[config.mk]
export PLATFORM = sky130hd
export DESIGN_NAME = clock_display
export DESIGN_NICKNAME = d
export VERILOG_FILES = /design/src/rtl/clock_display.sv
export SDC_FILE = /design/constraint.sdc
export NUM_CORES = 1
export LEC_CHECK = 0
export ABC_CLOCK_PERIOD_IN_PS = 8000
export BUFFER_PORTS_ARGS = -buffer_cell sky130_fd_sc_hd__buf_2
export CORE_MARGIN = 3
export CORE_UTILIZATION = 41
export DETAILED_ROUTE_END_ITERATION = 8
export PLACE_DENSITY_LB_ADDON = 0.3
export SLEW_MARGIN = 20
export SYNTH_ARGS = -nofsm -noshare
export SYNTH_HDL_FRONTEND = slang
export SYNTH_SLANG_ARGS = --single-unit
[constraint.sdc]
create_clock -name CLK50M -period 8 [get_ports CLK50M]
set_input_delay 1.6 -clock CLK50M [delete_from_list [all_inputs] [get_ports CLK50M]]
set_output_delay 1.6 -clock CLK50M [all_outputs]
set_load 0.1 [all_outputs]
[src/rtl/clock_display.sv]
// Multiplexed HH.MM.SS driver for a 6-digit common-anode 7-segment display.
// Binary time fields are converted to BCD once per frame by a subtract-by-10 engine.
module clock_display #(
  parameter int unsigned SCAN_DIV = 50000
) (
  input  logic       CLK50M,
  input  logic       RST,
  input  logic [4:0] hours,
  input  logic [7:0] minutes,
  input  logic [7:0] seconds,
  output logic [6:0] seg,
  output logic       dp,
  output logic [5:0] an,
  output logic       busy
);

  localparam int unsigned CW = (SCAN_DIV > 1) ? $clog2(SCAN_DIV) : 1;
  localparam logic [3:0] DASH = 4'hA;

  typedef enum logic [2:0] {
    IDLE, CHK_H, SUB_H, CHK_M, SUB_M, CHK_S, SUB_S, COMMIT
  } state_t;

  function automatic logic [6:0] seg_enc(input logic [3:0] d);
    case (d)
      4'd0:    seg_enc = 7'h40;
      4'd1:    seg_enc = 7'h79;
      4'd2:    seg_enc = 7'h24;
      4'd3:    seg_enc = 7'h30;
      4'd4:    seg_enc = 7'h19;
      4'd5:    seg_enc = 7'h12;
      4'd6:    seg_enc = 7'h02;
      4'd7:    seg_enc = 7'h78;
      4'd8:    seg_enc = 7'h00;
      4'd9:    seg_enc = 7'h10;
      DASH:    seg_enc = 7'h3F;
      default: seg_enc = 7'h7F;
    endcase
  endfunction

  logic [CW-1:0] scan_cnt_q;
  logic [2:0]    idx_q;
  logic [5:0]    an_q;
  logic [6:0]    seg_q;
  logic          dp_q;

  state_t        state_q;
  logic          busy_q;
  logic          pend_q;
  logic [4:0]    h_snap_q;
  logic [7:0]    m_snap_q;
  logic [7:0]    s_snap_q;
  logic [7:0]    rem_q;
  logic [3:0]    tens_q;
  logic [3:0]    wk_q   [6];
  logic [3:0]    disp_q [6];

  logic          scan_wrap_s;
  logic          trig_s;
  logic [3:0]    cur_digit_s;
  logic [7:0]    fld_val_s;
  logic [7:0]    fld_lim_s;
  logic [2:0]    fld_hi_s;
  logic [2:0]    fld_lo_s;
  state_t        fld_sub_s;
  state_t        fld_next_s;

  assign scan_wrap_s = (scan_cnt_q == CW'(SCAN_DIV - 1));
  assign trig_s      = pend_q | (scan_wrap_s & (idx_q == 3'd5));

  always_comb begin
    case (idx_q)
      3'd0:    cur_digit_s = disp_q[0];
      3'd1:    cur_digit_s = disp_q[1];
      3'd2:    cur_digit_s = disp_q[2];
      3'd3:    cur_digit_s = disp_q[3];
      3'd4:    cur_digit_s = disp_q[4];
      3'd5:    cur_digit_s = disp_q[5];
      default: cur_digit_s = 4'hF;
    endcase
  end

  // Field currently being converted: source, range limit and digit slots.
  always_comb begin
    case (state_q)
      CHK_H, SUB_H: begin
        fld_val_s = {3'd0, h_snap_q}; fld_lim_s = 8'd23;
        fld_hi_s = 3'd5; fld_lo_s = 3'd4; fld_sub_s = SUB_H; fld_next_s = CHK_M;
      end
      CHK_M, SUB_M: begin
        fld_val_s = m_snap_q; fld_lim_s = 8'd59;
        fld_hi_s = 3'd3; fld_lo_s = 3'd2; fld_sub_s = SUB_M; fld_next_s = CHK_S;
      end
      CHK_S, SUB_S: begin
        fld_val_s = s_snap_q; fld_lim_s = 8'd59;
        fld_hi_s = 3'd1; fld_lo_s = 3'd0; fld_sub_s = SUB_S; fld_next_s = COMMIT;
      end
      default: begin
        fld_val_s = 8'd0; fld_lim_s = 8'd0;
        fld_hi_s = 3'd0; fld_lo_s = 3'd0; fld_sub_s = IDLE; fld_next_s = IDLE;
      end
    endcase
  end

  // Digit scan timing and registered display pins.
  always_ff @(posedge CLK50M or posedge RST) begin
    if (RST) begin
      scan_cnt_q <= '0;
      idx_q      <= 3'd0;
      an_q       <= 6'h3F;
      seg_q      <= 7'h7F;
      dp_q       <= 1'b1;
    end else begin
      if (scan_wrap_s) begin
        scan_cnt_q <= '0;
        idx_q      <= (idx_q == 3'd5) ? 3'd0 : idx_q + 3'd1;
      end else begin
        scan_cnt_q <= scan_cnt_q + CW'(1);
      end
      an_q  <= ~(6'b00_0001 << idx_q);
      seg_q <= seg_enc(cur_digit_s);
      dp_q  <= ~((idx_q == 3'd2) || (idx_q == 3'd4));
    end
  end

  // BCD conversion engine; the last subtraction also resolves the ones digit.
  always_ff @(posedge CLK50M or posedge RST) begin
    if (RST) begin
      state_q  <= IDLE;
      busy_q   <= 1'b0;
      pend_q   <= 1'b1;
      h_snap_q <= 5'd0;
      m_snap_q <= 8'd0;
      s_snap_q <= 8'd0;
      rem_q    <= 8'd0;
      tens_q   <= 4'd0;
      for (int i = 0; i < 6; i++) begin
        wk_q[i]   <= 4'd0;
        disp_q[i] <= 4'd0;
      end
    end else begin
      pend_q <= 1'b0;
      case (state_q)
        IDLE: begin
          if (trig_s) begin
            h_snap_q <= hours;
            m_snap_q <= minutes;
            s_snap_q <= seconds;
            busy_q   <= 1'b1;
            state_q  <= CHK_H;
          end else begin
            busy_q   <= 1'b0;
          end
        end
        CHK_H, CHK_M, CHK_S: begin
          if (fld_val_s > fld_lim_s) begin
            wk_q[fld_hi_s] <= DASH;
            wk_q[fld_lo_s] <= DASH;
            state_q        <= fld_next_s;
          end else begin
            tens_q  <= 4'd0;
            rem_q   <= fld_val_s;
            state_q <= fld_sub_s;
          end
        end
        SUB_H, SUB_M, SUB_S: begin
          if (rem_q >= 8'd10) begin
            rem_q  <= rem_q - 8'd10;
            tens_q <= tens_q + 4'd1;
            if (rem_q < 8'd20) begin
              wk_q[fld_hi_s] <= tens_q + 4'd1;
              wk_q[fld_lo_s] <= rem_q[3:0] - 4'd10;
              state_q        <= fld_next_s;
            end else begin
              state_q        <= state_q;
            end
          end else begin
            wk_q[fld_hi_s] <= tens_q;
            wk_q[fld_lo_s] <= rem_q[3:0];
            state_q        <= fld_next_s;
          end
        end
        COMMIT: begin
          for (int i = 0; i < 6; i++) begin
            disp_q[i] <= wk_q[i];
          end
          busy_q  <= 1'b0;
          state_q <= IDLE;
        end
        default: begin
          busy_q  <= 1'b0;
          state_q <= IDLE;
        end
      endcase
    end
  end

  assign seg  = seg_q;
  assign dp   = dp_q;
  assign an   = an_q;
  assign busy = busy_q;

endmodule

# --- Word level (Yosys, flattened, before mapping) ---
# Memory sizes are Yosys's and may differ from the RTL's. A register that Yosys moved wholly into a read port is not among the register bits.
# Cells that the tools add are included.
classes:
  muxes: 34
  n_lt_le_gt_ge: 7
  n_reduce_logical: 17
  addsub: 5
  n_bitwise: 12
  shifts: 1
  div: 0
  n_mul: 0
  eq_ne: 18
ops:
  columns: ["op", "n"]
  rows:
  - ["bitwise mux 24 bit", 4]
  - ["two-way mux 24 bit", 3]
  - ["case mux 24 bit (2 select lines)", 1]
  - ["case mux 3 bit (3 select lines)", 3]
  - ["bitwise AND 12 bit", 2]
  - ["demux 4 bit (select 3 bit)", 2]
  - ["NOT 12 bit", 2]
  - ["bitwise OR 12 bit", 2]
  - ["case mux 4 bit (6 select lines)", 1]
  - ["case mux 8 bit (3 select lines)", 1]
  - ["equality test 3 bit, second input constant", 6]
  - ["adder 16 x 1 -> 16 bit, second input constant", 1]
  - ["equality test 16 bit, second input constant", 1]
  - ["two-way mux 16 bit", 1]
  - ["two-way mux 4 bit", 4]
  - ["two-way mux 8 bit", 2]
  - ["case mux 8 bit (2 select lines)", 1]
  - ["two-way mux 3 bit", 5]
  - ["equality test 3 x 2 -> 1 bit, second input constant", 4]
  - ["case mux 3 bit (4 select lines)", 1]
  - ["case mux 6 bit (2 select lines)", 1]
  - ["greater-or-equal comparator 4 bit, second input constant", 2]
  - ["greater-or-equal comparator 8 x 4 -> 1 bit, second input constant", 1]
  - ["greater-than comparator 8 bit", 1]
  - ["28 further kinds", 42]
word_totals:
  reg_bits: 112
  ramBits: 0
  mem_count: 1
  latchBits: 0
  mem_bits_ro: 112
  out_inout_bits: 15
  in_bits: 23
mem_list:
  columns: ["name", "words", "word_bits", "read_ports", "rd_ports_with_merged_regs", "wr", "line", "rtl"]
  rows:
  - ["(no name shown)", 16, 7, 1, 1, 0, "25", "case (d)"]

# --- Logic depth before layout (Yosys ltp) ---
# Gate-level depths: netlist of the first run.
depth:
  ltp_word: 13
  ltp_mapped: 14
  ltp_nobuf: 11

# --- Least setup slack after synthesis of the first run ---
# OpenSTA, ideal clock, no wires.
synth_timing:
  kind: "flip-flop to flip-flop"
  start: "register state_q[0]"
  end: "register wk_q[17] (netlist bit)"
  setup_slack_ns: 4.998
  path_stages_with_launch: 13
  t_arrival_ns: 2.846
  period_less_slack_ns: 3.002
  path_cell_list: "dfrtp_1 buf_6 xnor2_2 inv_1 a22o_1 a22o_1 ha_1 a21o_1 a211oi_2 a21oi_1 or3_4 a31oi_4 a22oi_1"
synth_via:
  elab_chain_len: 13
synth_rtl:
  columns: ["item", "line", "rtl"]
  rows:
  - ["start: declaration", "47", "state_t state_q;"]
  - ["start signal: assignment", "159", "state_q <= fld_next_s;"]
  - ["start signal: assignment", "163", "state_q <= fld_sub_s;"]
  - ["start signal: assignment", "173", "state_q <= fld_next_s;"]
  - ["equality test 3 bit, or another cell as far along", "85, 143", null]
  - ["OR reduction 2 bit", "85", "case (state_q)"]
  - ["case mux 3 bit (3 select lines)", "85", null]
  - ["NOT 3 -> 4 bit (not written as such)", "157, 171, 178", null]
  - ["greater-or-equal comparator 4 bit (not written as such) / less-than comparator 4 x 1 -> 1 bit (equally long branches)", "157, 171, 178", null]
  - ["logical AND 1 bit (not written as such)", "157, 171, 178", null]
  - ["two-way mux 4 bit (not written as such)", "157, 171, 178", null]
  - ["demux 4 bit (select 3 bit)", "157, 171, 178", null]
  - ["bitwise mux 24 bit", "171", "wk_q[fld_hi_s] <= tens_q + 4'd1;"]
  - ["bitwise mux 24 bit", "172", "wk_q[fld_lo_s] <= rem_q[3:0] - 4'd10;"]
  - ["two-way mux 24 bit", "170", "if (rem_q < 8'd20) begin"]
  - ["two-way mux 24 bit", "167", "if (rem_q >= 8'd10) begin"]
  - ["case mux 24 bit (2 select lines)", "143", "case (state_q)"]
  - ["end signal: indexed assignment", "171", null]
  - ["end signal: indexed assignment", "172", null]
  - ["end signal: indexed assignment", "178", "wk_q[fld_hi_s] <= tens_q;"]
  - ["end: declaration", "55", "logic [3:0] wk_q [6];"]
# Several ways; a longest one is shown, not always the timed one. The select of a mux whose other input is x is not followed.
# A chain may end at the register's enable or synchronous reset.

# --- Final worst setup path of the first run ---
layout_timing:
  start: "register state_q[1]"
  end: "register wk_q[17] (netlist bit)"
# The elaborated chain is that of the path after synthesis.

==> summary.txt, run 1 <==
Floorplanning
  • Die Area: roughly 16000 sq um
  • Ports: 38
  • Initial Utilization: 0.425
  • Die X: about 130 microns
  • Die height: between 100 and 150 microns
  • Num rows: 43
  • CORE AREA: between 10000 and 15000 sq um

Drt
  • Detailed-route wire length per cell: between 15 and 20 microns
  • DRC errors left: 0
  • Post-Route WL: between 10000 and 15000 microns
  • WL met3: 475 microns
  • DR iter-0 viols: slightly above 300
  • Via count: 4163
  • DRT antenna net count: 0
  • Met1 WL: ~5700 microns
  • Top Layer Used: met4
  • Met2 WL: a little under 6000 microns
  • Drt via density: between 5 and 6
  • DR pass1 iterations: 5

Timing
  • Setup TNS: 0 ns
  • WHS: between 0.4 and 0.5 ns
  • Final Hold Fails: 0
  • Slew @ Worst Pin: between 0.8 and 0.9 ns
  • Period minus WS final: around 3.6 ns
  • FMAX: approximately 280 MHz
  • # setup viols final: 0
  • PnR worst setup slack: 4.43 ns
  • Pins Over Slew Limit: 0
  • Fin Clk Skew: 0.0141 ns
  • Final Cycle Share: 0.446
  • RSZ-0062 raised after global routing: false
  • Max_slew headroom: 0.465

Clock tree
  • Post-cts hold buffer count: 0
  • Resized cells post-CTS: 0
  • Clock root buffer: clkbuf_16
  • Clock Pin Slew Worst Setup and Hold Paths: around 0.050 ns
  • Max Buffers Root-to-Sink: 2
  • Num CTS Buffers: 17
  • H-tree Lvls: 4
  • Clock sink total: between 100 and 150
  • Clock latency on the worst-skew pair: between 0.4 and 0.5 ns
  • CTS tree: built
  • Setup bufs post-CTS: 0

Yosys
  • Largest family of logic cells by synthesized area: compound AO/OA/AOI/OAI gates
  • Synth Area in Compound Gates: 0.144
  • Yosys reg bits: about 120
  • Number of synthesis warnings: 0
  • Gate Count Post-Synth: 540
  • Post-synthesis simple-gate area fraction: 0.140
  • Post-Synthesis Cell Area: around 6000 sq um
  • Main flop type after synthesis: dfrtp_1
  • Post-Synth Adder-Cell Area: 0.0335
  • Mux contribution to synthesized area: 0.111
  • Sequential area share after synthesis: 0.502
  • Synth top area cells: dfrtp_1 (44%), mux2_2 (7.0%), dfstp_2 (6.6%)
  • Synth Area in XOR/XNOR: 0.0335
  • Yosys top cell area share: 0.436
  • Syn nets: about 580
  • Largest area contributor in the netlist: dfrtp_1
  • Most frequent cell after synthesis: dfrtp_1
  • Commonest cells in the netlist: dfrtp_1 (104), nor2_1 (47), o21ai_0 (44), nand2_1 (41), mux2_2 (37)
  • Fraction of registers with async set/reset: 1.00
  • Synthesized area per cell: around 11 sq um
  • Post-synth EDFFs: 0
  • Distinct cells, synth: 65

Finish
  • Final core utilization: 0.489
  • Diodes inserted: 0
  • Layout cell share with drive strength beyond 1: 0.262
  • Area delta synth->final: 15.1%
  • Final std cells w/o fill: between 700 and 800
  • Post-route cell area: ~6900 sq um
  • Nets: a little over 600

Placed design
  • GPL Wtd Cong: ~0.95
  • Inst Count DP: around 740
  • I/O Buffers: 37
  • Area after DPL: roughly 6300 sq um
  • Hpwl dp: roughly 8600 microns
  • Dpl ws: approximately 4.5 ns

Global route
  • Largest net degree at the start of global routing: a little under 90
  • First-pass GRT wire length: a little over 20000 microns
  • Initial antenna violation count: 0
  • Total Routing Usage GR: 0.161
  • Number of global-route vias before repair: about 4100
  • Total grt overflow: 0

Worst hold path
  • Hold Crit Class: flop to flop
  • Worst hold path stage count: 1

Critical path
  • Crit path capture type: flop
  • Cell count of the worst reg-to-reg path: 11
  • Arr. time, crit path: around 3.8 ns
  • Worst Path Buf+Inv: 1
  • Cell depth of the worst setup path: 11
  • CP max stage delay: ~0.65 ns
  • CP Max Fanout: 21
  • CP max stage cell: dfrtp_1
  • CP Launch Type: flop
  • Reg-to-reg slack, setup: 4.43 ns
  • CP most frequent cell: a22o_1
  • Class of the most critical setup path: flop to flop
  • Req. time, crit path: just over 8 ns
  • Cell family with most CP delay: compound AO/OA/AOI/OAI gates
  • Critical-path cell list: xnor2_2 > inv_1 > a22o_1 > a22o_1 > ha_1 > a21o_1 > a211oi_2 > a21oi_1 > or3_4 > a31oi_4 > a22oi_1

Power
  • P_leak: a little over 3 nW
  • Design Power: roughly 3.2 mW
  • Power per cell area: between 400 and 500 nW/um^2
  • Max IR drop VDD: approximately 260 uV

Outcome
  • Outcome: finished, final reports clean

Run
  • Maxcap violations: 0
-- worst paths after layout --
| check | endpoint | from |
|---|---|---|
| setup / recovery | wk_q[17]$_DFFE_PP0P_ | state_q[1]$_DFFE_PP0P_ |
| hold / removal | scan_cnt_q[0]$_DFF_PP0_ | scan_cnt_q[0]$_DFF_PP0_ |
| setup reg to reg | wk_q[17]$_DFFE_PP0P_ | state_q[1]$_DFFE_PP0P_ |
| hold reg to reg | scan_cnt_q[0]$_DFF_PP0_ | scan_cnt_q[0]$_DFF_PP0_ |
| max in group asynchronous | idx_q[1]$_DFFE_PP0N_ | RST |
| min in group asynchronous | s_snap_q[2]$_DFFE_PP0P_ | RST |
-- routing by layer --
metal  global-route usage  up-vias
met4               0.0681        0
met1                0.219     2062
li1                     -     1993
met2                0.244       89
met3               0.0417       19
met5                    0        -
-- area by class of cell --
| class | instances | area, sq um |
|---|---|---|
| Sequential cell | 119 | 3000 |
| Tap cell | 180 | 225 |
| Clock buffer | 23 | 478 |
| Timing Repair Buffer | 41 | 219 |
| Inverter | 22 | 85.1 |
| Multi-Input combinational cell | 377 | 2770 |
| Clock inverter | 9 | 100 |
| Fill cell | 1231 | 7170 |
-- flip-flops by register name (all words and copies together), names as in the netlist, 4 cells and up --
signal	flops
rem_q	8
seg	7
an	6
tens_q	4
s_snap_q	8
h_snap_q	5
wk_q	24
m_snap_q	8
scan_cnt_q	16
disp_q	24
-- power by group --
part	internal [mW]	switching, mW
clock	0.480	0.261
sequential	0.845	0.168
combinational	0.554	0.857
-- cell usage in the layout (no fill, tap or decap), types with 16 or more instances in the layout --
cell | netlist | routed
nand2_1 | 41 | 41
o21ai_0 | 44 | 44
buf_2 | 10 | 37
ha_1 | 16 | 16
mux2_2 | 37 | 37
a22o_1 | 16 | 16
inv_1 | 22 | 21
dfrtp_1 | 104 | 104
clkbuf_16 | 0 | 17
a21oi_1 | 22 | 22
nor2_1 | 47 | 47
-- cells by family after synthesis --
group / count (synthesis)
adders and majority gates: 16
AOI/OAI and AO/OA: 126
other: 1
xor gates and xnor gates: 22
muxes: 57
DFF: 119
and+or+nand+nor: 155
buffers and inverters: 44
No activity file was read; power rests on OpenSTA's default activity.
==> run 2: changes to the inputs <==
Settings changed: ABC_CLOCK_PERIOD_IN_PS 8000 to 3200.
Clock period 8 ns to 3.2 ns, I/O delays scaled along.
==> run 2 against run 1 <==
Fmax grew 17%; register-to-register slack lost 4.3 ns; largest power group unchanged; via count grew 1.5%; final cell count grew 2.1%; cell area grew 2.5%; die area is the same; total power grew to 2.6 times the previous value; critical path depth is the same; sequential share of layout area shrank 1.0 points; utilization grew 1.2 points; worst setup slack lost 4.3 ns; count of clock-buffer cells in the layout shrank 3.
==> summary.txt, run 2 (synthesized netlist as in run 1, its figures left out) <==
Outcome
  • Outcome: finished, final reports clean

Clock tree
  • Post-cts hold buffer count: 0 (unchanged)
  • CTS tree: built
  • Resized cells post-CTS: 0 (unchanged)
  • Clock root buffer: clkbuf_16
  • Setup bufs post-CTS: 0 (unchanged)
  • H-tree Lvls: 4 (unchanged)
  • Num CTS Buffers: 17 (unchanged)
  • Clock sink total: 119 (unchanged)
  • Clock Pin Slew Worst Setup and Hold Paths: 0.05 ns (about the same)
  • Max Buffers Root-to-Sink: 2 (unchanged)
  • Clock latency on the worst-skew pair: 0.41 ns (about the same)

Timing
  • RSZ-0062 raised after global routing: false
  • WHS: 0.256 ns (-0.223 ns)
  • Final Hold Fails: 0 (unchanged)
  • FMAX: 328 MHz (+17%)
  • # setup viols final: 0 (unchanged)
  • Pins Over Slew Limit: 0 (unchanged)
  • Max_slew headroom: 0.541 (+0.0768)
  • Slew @ Worst Pin: 0.684 ns (-0.119 ns)
  • Setup TNS: 0 ns (unchanged)
  • Final Cycle Share: 0.951 (+0.505)
  • Fin Clk Skew: 0.00951 ns (-0.00464 ns)
  • Period minus WS final: 3.04 ns (-0.525 ns)

Finish
  • Largest registers: disp_q (24), wk_q (24), scan_cnt_q (16)
  • Post-route cell area: 7040 sq um (+2.5%)
  • Nets: 633 (+2.6%)
  • Diodes inserted: 0 (unchanged)
  • Final std cells w/o fill: 787 (+2.1%)
  • Commonest non-fill, non-tap cell in the layout: dfrtp_1
  • Area delta synth->final: 18.0%
  • Layout cell share with drive strength beyond 1: 0.283 (+0.0211)
  • Commonest non-fill, non-tap cells in the layout: dfrtp_1 (103), nor2_1 (47), o21ai_0 (44)

Floorplanning
  • CORE AREA: 14000 sq um (unchanged)
  • Die X: 127 microns (unchanged)
  • Num rows: 43 (unchanged)
  • Ports: 38 (unchanged)
  • Die height: 127 microns (unchanged)
  • Die Area: 16000 sq um (unchanged)
  • Initial Utilization: 0.425 (unchanged)

Critical path
  • Reg2reg start: state_q[0]$_DFFE_PP0P_
  • Reg-to-reg slack, setup: 0.16 ns (-4.28 ns)
  • Arr. time, crit path: 3.30 ns (-0.52 ns)
  • CP Launch Type: flop
  • Class of the most critical setup path: flop to flop
  • Worst Setup SP: state_q[0]$_DFFE_PP0P_
  • Crit path capture type: flop
  • Req. time, crit path: 3.46 ns (-4.79 ns)
  • CP Max Fanout: 7 (-67%)

Global route
  • Total grt overflow: 0 (unchanged)
  • Largest net degree at the start of global routing: 53 (-40%)
  • First-pass GRT wire length: 21400 microns (+3.1%)
  • Number of global-route vias before repair: 4282 (+3.4%)
  • Total Routing Usage GR: 0.166 (+0.00518)
  • Initial antenna violation count: 0 (unchanged)

Drt
  • DRT antenna net count: 0 (unchanged)
  • Via count: 4225 (+1.5%)
  • DR pass1 iterations: 5 (unchanged)
  • DR iter-0 viols: 254 (-16%)
  • Drt via density: 5.37 (-0.57%)
  • DRC errors left: 0 (unchanged)
  • Post-Route WL: 12700 microns (+3.7%)
  • Detailed-route wire length per cell: 16.1 microns (+1.6%)

Placed design
  • Area after DPL: 6420 sq um (+2.1%)
  • Inst Count DP: 755 (+2.2%)
  • Hpwl dp: 9230 microns (+7.6%)
  • GPL Wtd Cong: 0.970 (+2.6%)
  • I/O Buffers: 37 (unchanged)

Power
  • Power per cell area: 1170 nW/um^2 (+150%)
  • P_leak: 3.18 nW (+3.1%)
  • Max IR drop VDD: 603 uV (+130%)
  • Design Power: 8.23 mW (+160%)

Worst hold path
  • Hold Crit Class: input pin to async pin

Run
  • Maxcap violations: 0 (unchanged)
run 2: final timing paths:
path,end,cells after the start
min in group CLK50M,m_snap_q[7]$_DFFE_PP0P_,2
max in group asynchronous,rem_q[4]$_DFFE_PP0P_,3
worst max-delay path,wk_q[17]$_DFFE_PP0P_,11
worst min-delay path,wk_q[15]$_DFFE_PP0P_,2
worst min register to register,disp_q[19]$_DFFE_PP0N_,2
worst max register to register,wk_q[17]$_DFFE_PP0P_,11
run 2: power by group:
part	total, mW	internal [mW]	switching [mW]	leakage [nW]
clock network	2.00	1.32	0.678	0.301
registers	2.51	2.11	0.400	1.45
logic	3.72	1.50	2.22	1.43
total	8.23	4.94	3.30	3.18
run 2: metal layers:
metal  routed length [microns]  vias up  track usage
li1                          -     2032            -
met1                      5750     2076        0.212
met2                      6260      104        0.274
met3                       536       13       0.0392
met4                       164        0       0.0618
met5                         0        -            0
run 2: layout make-up:
cell class / count / area [sq um]
timing repair buffer: 57 / 348
inverter: 22 / 86.3
clock buffer: 20 / 447
tap: 180 / 225
fill: 1211 / 7000
clock inverter: 12 / 176
multi-input combinational: 377 / 2760
sequential: 119 / 3000
run 2: critical path, stage by stage, from the launching register on:
cell and delay, ns:
dfrtp_2 0.45, xnor2_2 0.18, inv_1 0.10, a22o_1 0.24
a22o_1 0.21, ha_1 0.31, a21o_1 0.21, a211oi_2 0.24
a21oi_1 0.13, or3_4 0.46, a31oi_4 0.23, a22oi_1 0.12
run 2: through the flow:
step	util	setup slack (ns)
4_1_cts	0.501	0.128
5_1_grt	0.501	0.0218
6_report	0.501	0.155
3_3_place_gp	0.457	0.253
2_1_floorplan	-	0.198
3_5_place_dp	0.457	0.141
